$ cat src/rtl/bram_wr_delay_line_pkg.sv
// -----------------------------------------------------------------------------
// bram_wr_delay_line_pkg
//   Shared defaults and types for the BRAM write-control delay line.
//   - *_DEF localparams : default parameter values for the top module.
//   - wr_entry_t        : one pending write {we, addr, data} at default widths.
//   - lat_in_range()    : legality check for a requested latency.
// -----------------------------------------------------------------------------
package bram_wr_delay_line_pkg;

    localparam int ADDR_WIDTH_DEF = 5;
    localparam int DATA_WIDTH_DEF = 16;
    localparam int MAX_DEPTH_DEF  = 8;
    localparam int DEF_LAT_DEF    = 4;

    typedef struct packed {
        logic                      we;
        logic [ADDR_WIDTH_DEF-1:0] addr;
        logic [DATA_WIDTH_DEF-1:0] data;
    } wr_entry_t;

    // A latency selects which physical stage drives the outputs, so it must
    // name an existing stage: 1..max_depth.
    function automatic bit lat_in_range(input int lat, input int max_depth);
        return (lat >= 1) && (lat <= max_depth);
    endfunction

endpackage

$ cat src/rtl/bram_wr_stage.sv
// -----------------------------------------------------------------------------
// bram_wr_stage
//   One register of the write delay line, with hold and clear controls.
//   Clear wins over hold, so a flush always empties the line even while it
//   is stalled.
//   Ports:
//     i_clk   : clock, rising edge
//     i_rst_n : asynchronous active-low reset
//     i_hold  : keep the current contents (stall)
//     i_clr   : load zero (flush), priority over i_hold
//     i_d     : next entry from the previous stage / line input
//     o_q     : registered entry
// -----------------------------------------------------------------------------
module bram_wr_stage #(
    parameter int W = 22
) (
    input  logic         i_clk,
    input  logic         i_rst_n,
    input  logic         i_hold,
    input  logic         i_clr,
    input  logic [W-1:0] i_d,
    output logic [W-1:0] o_q
);

    logic [W-1:0] r_q;

    // NOTE: sequential state uses non-blocking assignments so every stage
    // samples its neighbour's pre-edge value; blocking here would collapse
    // the line into a single register.
    // NOTE: the line is built from flops rather than a RAM, so every entry is
    // reset; the outputs and hazard flag are then well defined after reset.
    always_ff @(posedge i_clk or negedge i_rst_n) begin
        if (!i_rst_n) begin
            r_q <= '0;
        end else if (i_clr) begin
            r_q <= '0;
        end else if (!i_hold) begin
            r_q <= i_d;
        end
    end

    assign o_q = r_q;

endmodule

$ cat src/rtl/bram_wr_delay_line.sv
// -----------------------------------------------------------------------------
// bram_wr_delay_line
//   Delays BRAM write-enable/address/data by a runtime-programmable number of
//   cycles so the write lines up with the DSP pipeline depth.
//   Ports:
//     clk_i, rst_ni            : clock, async active-low reset
//     we_i, w_addr_i, w_data_i : write from the compute datapath
//     stall_i                  : hold every stage, drop the current input
//     flush_i                  : kill every in-flight write (beats stall_i)
//     lat_load_i, lat_i        : request a new latency (1..MAX_DEPTH)
//     rd_addr_i                : read address checked against pending writes
//     we_o, w_addr_o, w_data_o : delayed write toward the BRAM port
//     lat_o                    : current latency
//     lat_err_o                : one-cycle pulse on a rejected latency load
//     inflight_o               : pending writes within the active stages
//     hazard_o                 : rd_addr_i matches a pending write
// -----------------------------------------------------------------------------
module bram_wr_delay_line
    import bram_wr_delay_line_pkg::*;
#(
    parameter int ADDR_WIDTH = ADDR_WIDTH_DEF,
    parameter int DATA_WIDTH = DATA_WIDTH_DEF,
    parameter int MAX_DEPTH  = MAX_DEPTH_DEF,
    parameter int DEF_LAT    = DEF_LAT_DEF,
    parameter int LAT_W      = $clog2(MAX_DEPTH + 1)
) (
    input  logic                  clk_i,
    input  logic                  rst_ni,
    input  logic                  we_i,
    input  logic [ADDR_WIDTH-1:0] w_addr_i,
    input  logic [DATA_WIDTH-1:0] w_data_i,
    input  logic                  stall_i,
    input  logic                  flush_i,
    input  logic                  lat_load_i,
    input  logic [LAT_W-1:0]      lat_i,
    input  logic [ADDR_WIDTH-1:0] rd_addr_i,
    output logic                  we_o,
    output logic [ADDR_WIDTH-1:0] w_addr_o,
    output logic [DATA_WIDTH-1:0] w_data_o,
    output logic [LAT_W-1:0]      lat_o,
    output logic                  lat_err_o,
    output logic [LAT_W-1:0]      inflight_o,
    output logic                  hazard_o
);

    // Stage record at this instance's widths.
    typedef struct packed {
        logic                  we;
        logic [ADDR_WIDTH-1:0] addr;
        logic [DATA_WIDTH-1:0] data;
    } stage_t;

    localparam int STAGE_W = $bits(stage_t);

    stage_t           w_stage_in;
    stage_t           w_stage_q [MAX_DEPTH];
    stage_t           w_out;
    logic [LAT_W-1:0] w_inflight;
    logic             w_hazard;
    logic             w_lat_ok;

    logic [LAT_W-1:0] r_lat_q;
    logic             r_lat_err;

    assign w_stage_in = '{we: we_i, addr: w_addr_i, data: w_data_i};

    // ---------------------------------------------------------------- stages
    // Every physical stage always shifts; the latency only decides which one
    // is observed, so changing it never needs to move data around.
    for (genvar k = 0; k < MAX_DEPTH; k++) begin : g_stage
        stage_t w_d;

        if (k == 0) begin : g_head
            assign w_d = w_stage_in;
        end else begin : g_tail
            assign w_d = w_stage_q[k-1];
        end

        bram_wr_stage #(
            .W (STAGE_W)
        ) u_stage (
            .i_clk   (clk_i),
            .i_rst_n (rst_ni),
            .i_hold  (stall_i),
            .i_clr   (flush_i),
            .i_d     (w_d),
            .o_q     (w_stage_q[k])
        );
    end

    // ------------------------------------------- output mux, count, hazard
    // NOTE: every variable is given a default before the loop so no path
    // leaves it unassigned; otherwise synthesis would infer latches.
    always_comb begin
        w_out      = '0;
        w_inflight = '0;
        w_hazard   = 1'b0;
        for (int k = 0; k < MAX_DEPTH; k++) begin
            // Only stages below the current latency are real pending writes;
            // deeper stages hold stale entries that are still shifting out.
            if (k < int'(r_lat_q) && w_stage_q[k].we) begin
                w_inflight = w_inflight + LAT_W'(1);
                if (w_stage_q[k].addr == rd_addr_i) begin
                    w_hazard = 1'b1;
                end
            end
            if (k == int'(r_lat_q) - 1) begin
                w_out = w_stage_q[k];
            end
        end
    end

    // ------------------------------------------------------------- latency
    // A load is only safe on an empty, moving line: otherwise writes already
    // in flight would be delivered early, late or twice. With a flush in the
    // same cycle the pre-flush count still decides.
    assign w_lat_ok = lat_load_i
                   && (w_inflight == '0)
                   && !stall_i
                   && lat_in_range(int'(lat_i), MAX_DEPTH);

    always_ff @(posedge clk_i or negedge rst_ni) begin
        if (!rst_ni) begin
            r_lat_q   <= LAT_W'(DEF_LAT);
            r_lat_err <= 1'b0;
        end else begin
            if (w_lat_ok) begin
                r_lat_q <= lat_i;
            end
            r_lat_err <= lat_load_i && !w_lat_ok;
        end
    end

    // ------------------------------------------------------------- outputs
    assign we_o       = w_out.we;
    assign w_addr_o   = w_out.addr;
    assign w_data_o   = w_out.data;
    assign lat_o      = r_lat_q;
    assign lat_err_o  = r_lat_err;
    assign inflight_o = w_inflight;
    assign hazard_o   = w_hazard;

endmodule

$ cat config.mk
export PLATFORM = sky130hd
export DESIGN_NAME = bram_wr_delay_line
export DESIGN_NICKNAME = d
export VERILOG_FILES = /design/src/rtl/bram_wr_delay_line_pkg.sv /design/src/rtl/bram_wr_stage.sv /design/src/rtl/bram_wr_delay_line.sv
export SDC_FILE = /design/constraint.sdc
export NUM_CORES = 1
export LEC_CHECK = 0
export ABC_AREA = 1
export CORE_MARGIN = 2
export CORE_UTILIZATION = 40
export CTS_BUF_LIST = sky130_fd_sc_hd__clkbuf_2 sky130_fd_sc_hd__clkbuf_4 sky130_fd_sc_hd__clkbuf_8
export DETAILED_ROUTE_END_ITERATION = 6
export PLACE_DENSITY = 0.69
export SETUP_SLACK_MARGIN = 0.5
export SYNTH_ARGS = -nofsm -noshare
export SYNTH_HDL_FRONTEND = slang
export SYNTH_HIERARCHICAL = 1
export SYNTH_SLANG_ARGS = --single-unit
$ cat constraint.sdc
create_clock -name clk_i -period 5.49 [get_ports clk_i]
set_clock_uncertainty 0.2 [all_clocks]
set_input_delay 0.549 -clock clk_i [delete_from_list [all_inputs] [get_ports clk_i]]
set_output_delay 0.549 -clock clk_i [all_outputs]
set_load 0.05 [all_outputs]
---- Word level (Yosys, flattened, before mapping) ----
Cells that the tools add are included.
word-level totals
  input port bits ......................... 36
  bits in registers ....................... 181
  logic and storage cells ................. 109
  output and inout port bits .............. 32
cells by class
  add/subtract/negate cells ............... 8
  $lt $le $gt $ge ......................... 10
  multiplexer cells ....................... 48
  reductions and logical operators ........ 17
  equality and inequality tests ........... 16
operator list
  operator                                                           number
  two-way mux 22 bit                                                 24
  == test 5 bit                                                      8
  logical NOT 32 bit                                                 1
  adder 4 x 1 -> 4 bit, second input constant                        7
  two-way mux 4 bit                                                  7
  == test 4 x 5 -> 1 bit, first input constant                       4
  two-way mux 1 bit                                                  17
  less-than comparator 3 x 4 -> 1 bit, first input constant          4
  logical AND 1 bit                                                  13
  == test 3 x 5 -> 1 bit, first input constant                       2
  less-than comparator 1 x 4 -> 1 bit, first input constant          2
  less-than comparator 2 x 4 -> 1 bit, first input constant          2
  == test 2 x 5 -> 1 bit, first input constant                       1
  subtractor 4 x 1 -> 5 bit, second input constant                   1
  greater-or-equal comparator 4 x 1 -> 1 bit, second input constant  1
  less-or-equal comparator 4 bit, second input constant              1
  logical NOT 4 bit                                                  1
  logical NOT 1 bit                                                  2
  != test 2 x 1 -> 1 bit, second input constant                      1

---- Depth between registers and ports, before layout ----
  depth after elaboration ................. 23
  mapped depth ............................ 31
  gate-level depth less buffers ........... 31

---- Modules after synthesis ----
The synthesis kept the hierarchy.
by module, submodules not included
  module              cells each  area each (um^2)  seq. area each (um^2)  times used
  bram_wr_stage       96          918.4             550.5                  8
  bram_wr_delay_line  480         2638.8            126.4                  1

---- Worst setup path after synthesis ----
OpenSTA, ideal clock, no wires.
  kind .................................... reg-to-output
  start ................................... reg r_lat_q[3] (netlist: lat_o[3])
  end ..................................... out inflight_o[1]
  path buffers ............................ 0
  path slack .............................. 0.552 ns
  data required time ...................... 4.741 ns
  arrival time ............................ 4.189 ns
  cell stages (with the launch flop) ...... 25
  cell sequence ........................... dfrtp_1 nor2_4 a21boi_0 inv_1 ha_1 inv_1 nand2_2 nand2_2 inv_1 ha_1 or2_2 nand2_1 nand2_1 nand3_1 nand3_1 nand2_1 inv_1 ha_1 or2_2 nand2_1 inv_1 ha_1 or2_2 nand2_1 inv_1
on the way
  longest elaborated chain between the ends .. 17
  elaborated cells on any way between the ends .. 31
  classes of those cells .................. add/sub (7); order compare (8); mux (8); reduce/logical (8)
RTL lines
  what                                 RTL line                   text
  start, declared                      bram_wr_delay_line.sv:62   logic [LAT_W-1:0] r_lat_q;
  start signal, assigned               bram_wr_delay_line.sv:124  r_lat_q <= LAT_W'(DEF_LAT);
  start signal, assigned               bram_wr_delay_line.sv:128  r_lat_q <= lat_i;
  less-than comparator 1 x 4 -> 1 bit  bram_wr_delay_line.sv:101  if (k < int'(r_lat_q) && w_stage_q[k].we) begin
  logical AND 1 bit                    bram_wr_delay_line.sv:101
  two-way mux 1 bit                    bram_wr_delay_line.sv:101
  adder 4 x 1 -> 4 bit                 bram_wr_delay_line.sv:102  w_inflight = w_inflight + LAT_W'(1);
  two-way mux 4 bit                    bram_wr_delay_line.sv:101
  adder 4 x 1 -> 4 bit                 bram_wr_delay_line.sv:102
  two-way mux 4 bit                    bram_wr_delay_line.sv:101
  adder 4 x 1 -> 4 bit                 bram_wr_delay_line.sv:102
  two-way mux 4 bit                    bram_wr_delay_line.sv:101
  adder 4 x 1 -> 4 bit                 bram_wr_delay_line.sv:102
  two-way mux 4 bit                    bram_wr_delay_line.sv:101
  adder 4 x 1 -> 4 bit                 bram_wr_delay_line.sv:102
  two-way mux 4 bit                    bram_wr_delay_line.sv:101
  adder 4 x 1 -> 4 bit                 bram_wr_delay_line.sv:102
  two-way mux 4 bit                    bram_wr_delay_line.sv:101
  adder 4 x 1 -> 4 bit                 bram_wr_delay_line.sv:102
  two-way mux 4 bit (*)                bram_wr_delay_line.sv:101
  end, declared                        bram_wr_delay_line.sv:42   output logic [LAT_W-1:0] inflight_o,
Every way passes the cells marked *; elsewhere a longest branch is shown, timed or not.

---- Worst setup path in the final report ----
  start ................................... reg r_lat_q[2] (netlist: lat_o[2])
  end ..................................... out inflight_o[1]
The elaborated chain is that of the path after synthesis.

==> qor.csv <==
stage,metric,value,unit
critical_path,crit_path_frequent_cell,buf_4,
logic_synthesis,yosysTopAreaCellShare,45.1,%
clock_tree,cts_buffer_depth,2,
critical_path,critPathMaxFanout,4,
logic_synthesis,synth-main-ff-cell,dfrtp_1,
global_routing,grt_usage,19.5,%
hold_path,hold_class,register to register,
global_routing,grt_max_degree,132,
pwr,power_density,250,nW/um^2
critical_path,start_kind,register,
outcome,outcome,"finished, final reports clean",
clock_tree,cts_tree,yes,
logic_synthesis,syn-num-nets,1290,
pwr,clkPwrFrac,32.4,%
cells_and_area,final_common_cell,nand2_1,
cells_and_area,final_layout_size_suffix_gt1_share,13.0,%
drt,wirelength,25200,um
placement,place.port_buffers,67,
timing,rsz0062_at_grt,true,
floorplanning,ioPinCount,68,
global_routing,grt_pass1_vias,8012,
global_routing,antenna_found_initial,0,
logic_synthesis,synth_area,9990,um^2
clock_tree,clock_latency,0.47,ns
placement,place_congestion,0.836,
drt,ant_nets,0,
placement,hpwlAfterDp,16800,um
logic_synthesis,ys_seq_elements,181,
logic_synthesis,yosys-top-cells-area,"dfrtp_1, nand2_1, nand3_1",
critical_path,cp_num_cells,28,
cells_and_area,final-seq-area,4530,um^2
critical_path,crit_arrival,4.20,ns
clock_tree,cts_root_buffer,clkbuf_8,
drt,wl_per_cell,15.4,um
timing,period_minus_slack,4.95,ns
critical_path,cpLargestDelayFamily,simple AND/OR/NAND/NOR gates,
critical_path,slowest_delay,0.57,ns
pwr,p_int,1.89,mW
critical_path,setup.worst_path.end_class,output pin,
global_routing,grt_pass1_wl,42000,um
logic_synthesis,yosysSeqAreaShare,45.4,%
global_routing,grt_overflow,0,
critical_path,critical_path_class,register to output pin,
critical_path,cp_data_required_time,4.74,ns
timing,slew_viol_final,0,
timing,setup_viol,0,
job,max_cap_violations,0,
pwr,swShare,32.9,%
clock_tree,path_clk_slew,0.10,ns
floorplanning,die_h,162,um
cells_and_area,antennaDiodeCount,0,
timing,max_freq,0.202,GHz
cells_and_area,area_growth,12.9,%
clock_tree,h-tree-depth,4,
logic_synthesis,syn-instance-count,1248,
critical_path,crit_slowest_cell,dfstp_2,
timing,relSlewSlack,25.6,%
pwr,power.leakage,5.86,nW
drt,drtIter0Drc,827,
timing,hold_viol_final,0,
floorplanning,core,24400,um^2
floorplanning,die_area,26200,um^2
logic_synthesis,synth_edf_count,0,
drt,viasPerCell,5.20,
pwr,switchingPower,928,uW
floorplanning,start_util,40.9,%
cells_and_area,layout_common_cells,"nand2_1, nand3_1, dfrtp_1",
timing,finalCritPeriodShare,90.2,%
logic_synthesis,async_flop_share,100,%
timing,tightest_slew,1.11,ns
timing,setup-tns-final,0,ns
critical_path,critPathBufInv,11,
pwr,p_comb_share,18.3,%
hold_path,min_path_cells,2,
pwr,seqPwrFrac,49.3,%
clock_tree,numCtsBuffers,17,
logic_synthesis,yosys.area.top_type,dfrtp_1,
pwr,vdd_drop_max,159,uV
clock_tree,cts_sinks,181,
drt,drc,0,
logic_synthesis,postSynthAreaPerCell,8.00,um^2
cells_and_area,num-fill-cells,2390,
logic_synthesis,synth.distinct_cells,42,
logic_synthesis,yosysWarnings,6,
critical_path,r2r_cells,36,
drt,vias,8518,
drt,drt_first_pass_iters,5,
cells_and_area,fin_nets,1343,
floorplanning,num_rows,57,
pwr,finalPower,2.82,mW
floorplanning,dieWidth,162,um
cells_and_area,multi_input_area,4770,um^2
per-stage QoR:
stage                     util, %  area [um^2]  cells  setup WS, ns  hold WS [ns]
after detailed placement     43.1        10500   1580         0.389         0.280
after CTS                    45.7        11200   1634         0.512         0.295
final                        46.2        11300   1638         0.540         0.296
after global routing         46.2        11300   1638         0.391         0.322
after global placement       43.1        10500   1580         0.416         0.276
after floorplan                 -         9990   1248         0.552        0.0534
final cells by class:
cell class / count / share of cell area (%)
Tap cell: 324 / 3.60
Inverter: 54 / 1.88
Timing Repair Buffer: 103 / 8.50
Multi-Input combinational cell: 944 / 42.3
Clock buffer: 17 / 2.08
Sequential cell: 181 / 40.2
Clock inverter: 15 / 1.43
power by group through the flow:
stage | clock network, mW | registers (mW) | logic (mW)
floorplan | 0 | 1.44 | 0.297
global placement | 0 | 1.42 | 0.471
detailed placement | 0 | 1.42 | 0.471
CTS | 0.932 | 1.39 | 0.507
global route | 0.987 | 1.39 | 0.559
finish | 0.914 | 1.39 | 0.517
registers in the layout, indices dropped and copies added (netlist names):
signal / cells
lat_err_o: 1
lat_o: 4
g_stage.u_stage/o_q: 176
cells in the mapped netlist (2+ instances only):
cell type and count:
a21oi_1 16, a221oi_1 24, a22o_1 8, buf_6 40, clkbuf_1 21, clkbuf_8 8, dfrtp_1 180, ha_1 6
inv_1 48, inv_2 3, nand2_1 508, nand2_2 36, nand2_4 3, nand3_1 218, nand3_2 7, nand4_1 19
nor2_1 18, nor2_2 2, nor2_4 11, nor3_1 5, nor4_1 3, o211ai_1 2, o21ai_0 7, o21ai_1 2
o22ai_1 2, o31ai_1 3, or2_2 4, xnor2_1 13, xor2_1 18
final timing paths:
path	start	end	slack, ns
min reg2reg	g_stage[6].u_stage/o_q[5]	g_stage[7].u_stage/o_q[5]	0.30
max in group asynchronous	rst_ni	g_stage[2].u_stage/o_q[21]	3.45
min in group asynchronous	rst_ni	g_stage[7].u_stage/o_q[9]	0.40
min	g_stage[6].u_stage/o_q[5]	g_stage[7].u_stage/o_q[5]	0.30
max	lat_o[2]	inflight_o[1]	0.54
max reg2reg	lat_o[2]	lat_o[3]	0.64
logic make-up after synthesis:
logic type	synth area share, %
xor+xnor	2.72
compound gates	4.89
simple gates	37.8
fa+ha+maj	0.752
buf+inv	8.52
flops	45.4
per-layer routing:
metal,vias up,share of wire [%],track usage (%)
li1,4191,-,-
met1,4048,49,29.6
met2,253,44,28.8
met3,26,5.6,3.22
met4,0,1.5,4.95
met5,-,0,0
worst min-delay path: cells and delay by family, from the launching register on:
family / cells / cell delay (ns)
flops: 1 / 0.37
simple gates: 2 / 0.11
repair_timing:
| item | CTS | global route |
|---|---|---|
| gates resized for setup | 23 | 24 |
| setup endpoints to repair | 3 | 8 |
| endpoints found under the hold margin | 55 | 0 |
| pin swaps | 10 | 18 |
| hold buffers | 1 | 0 |
| buffers inserted | 21 | 4 |
(Power assumes the default switching activity.)
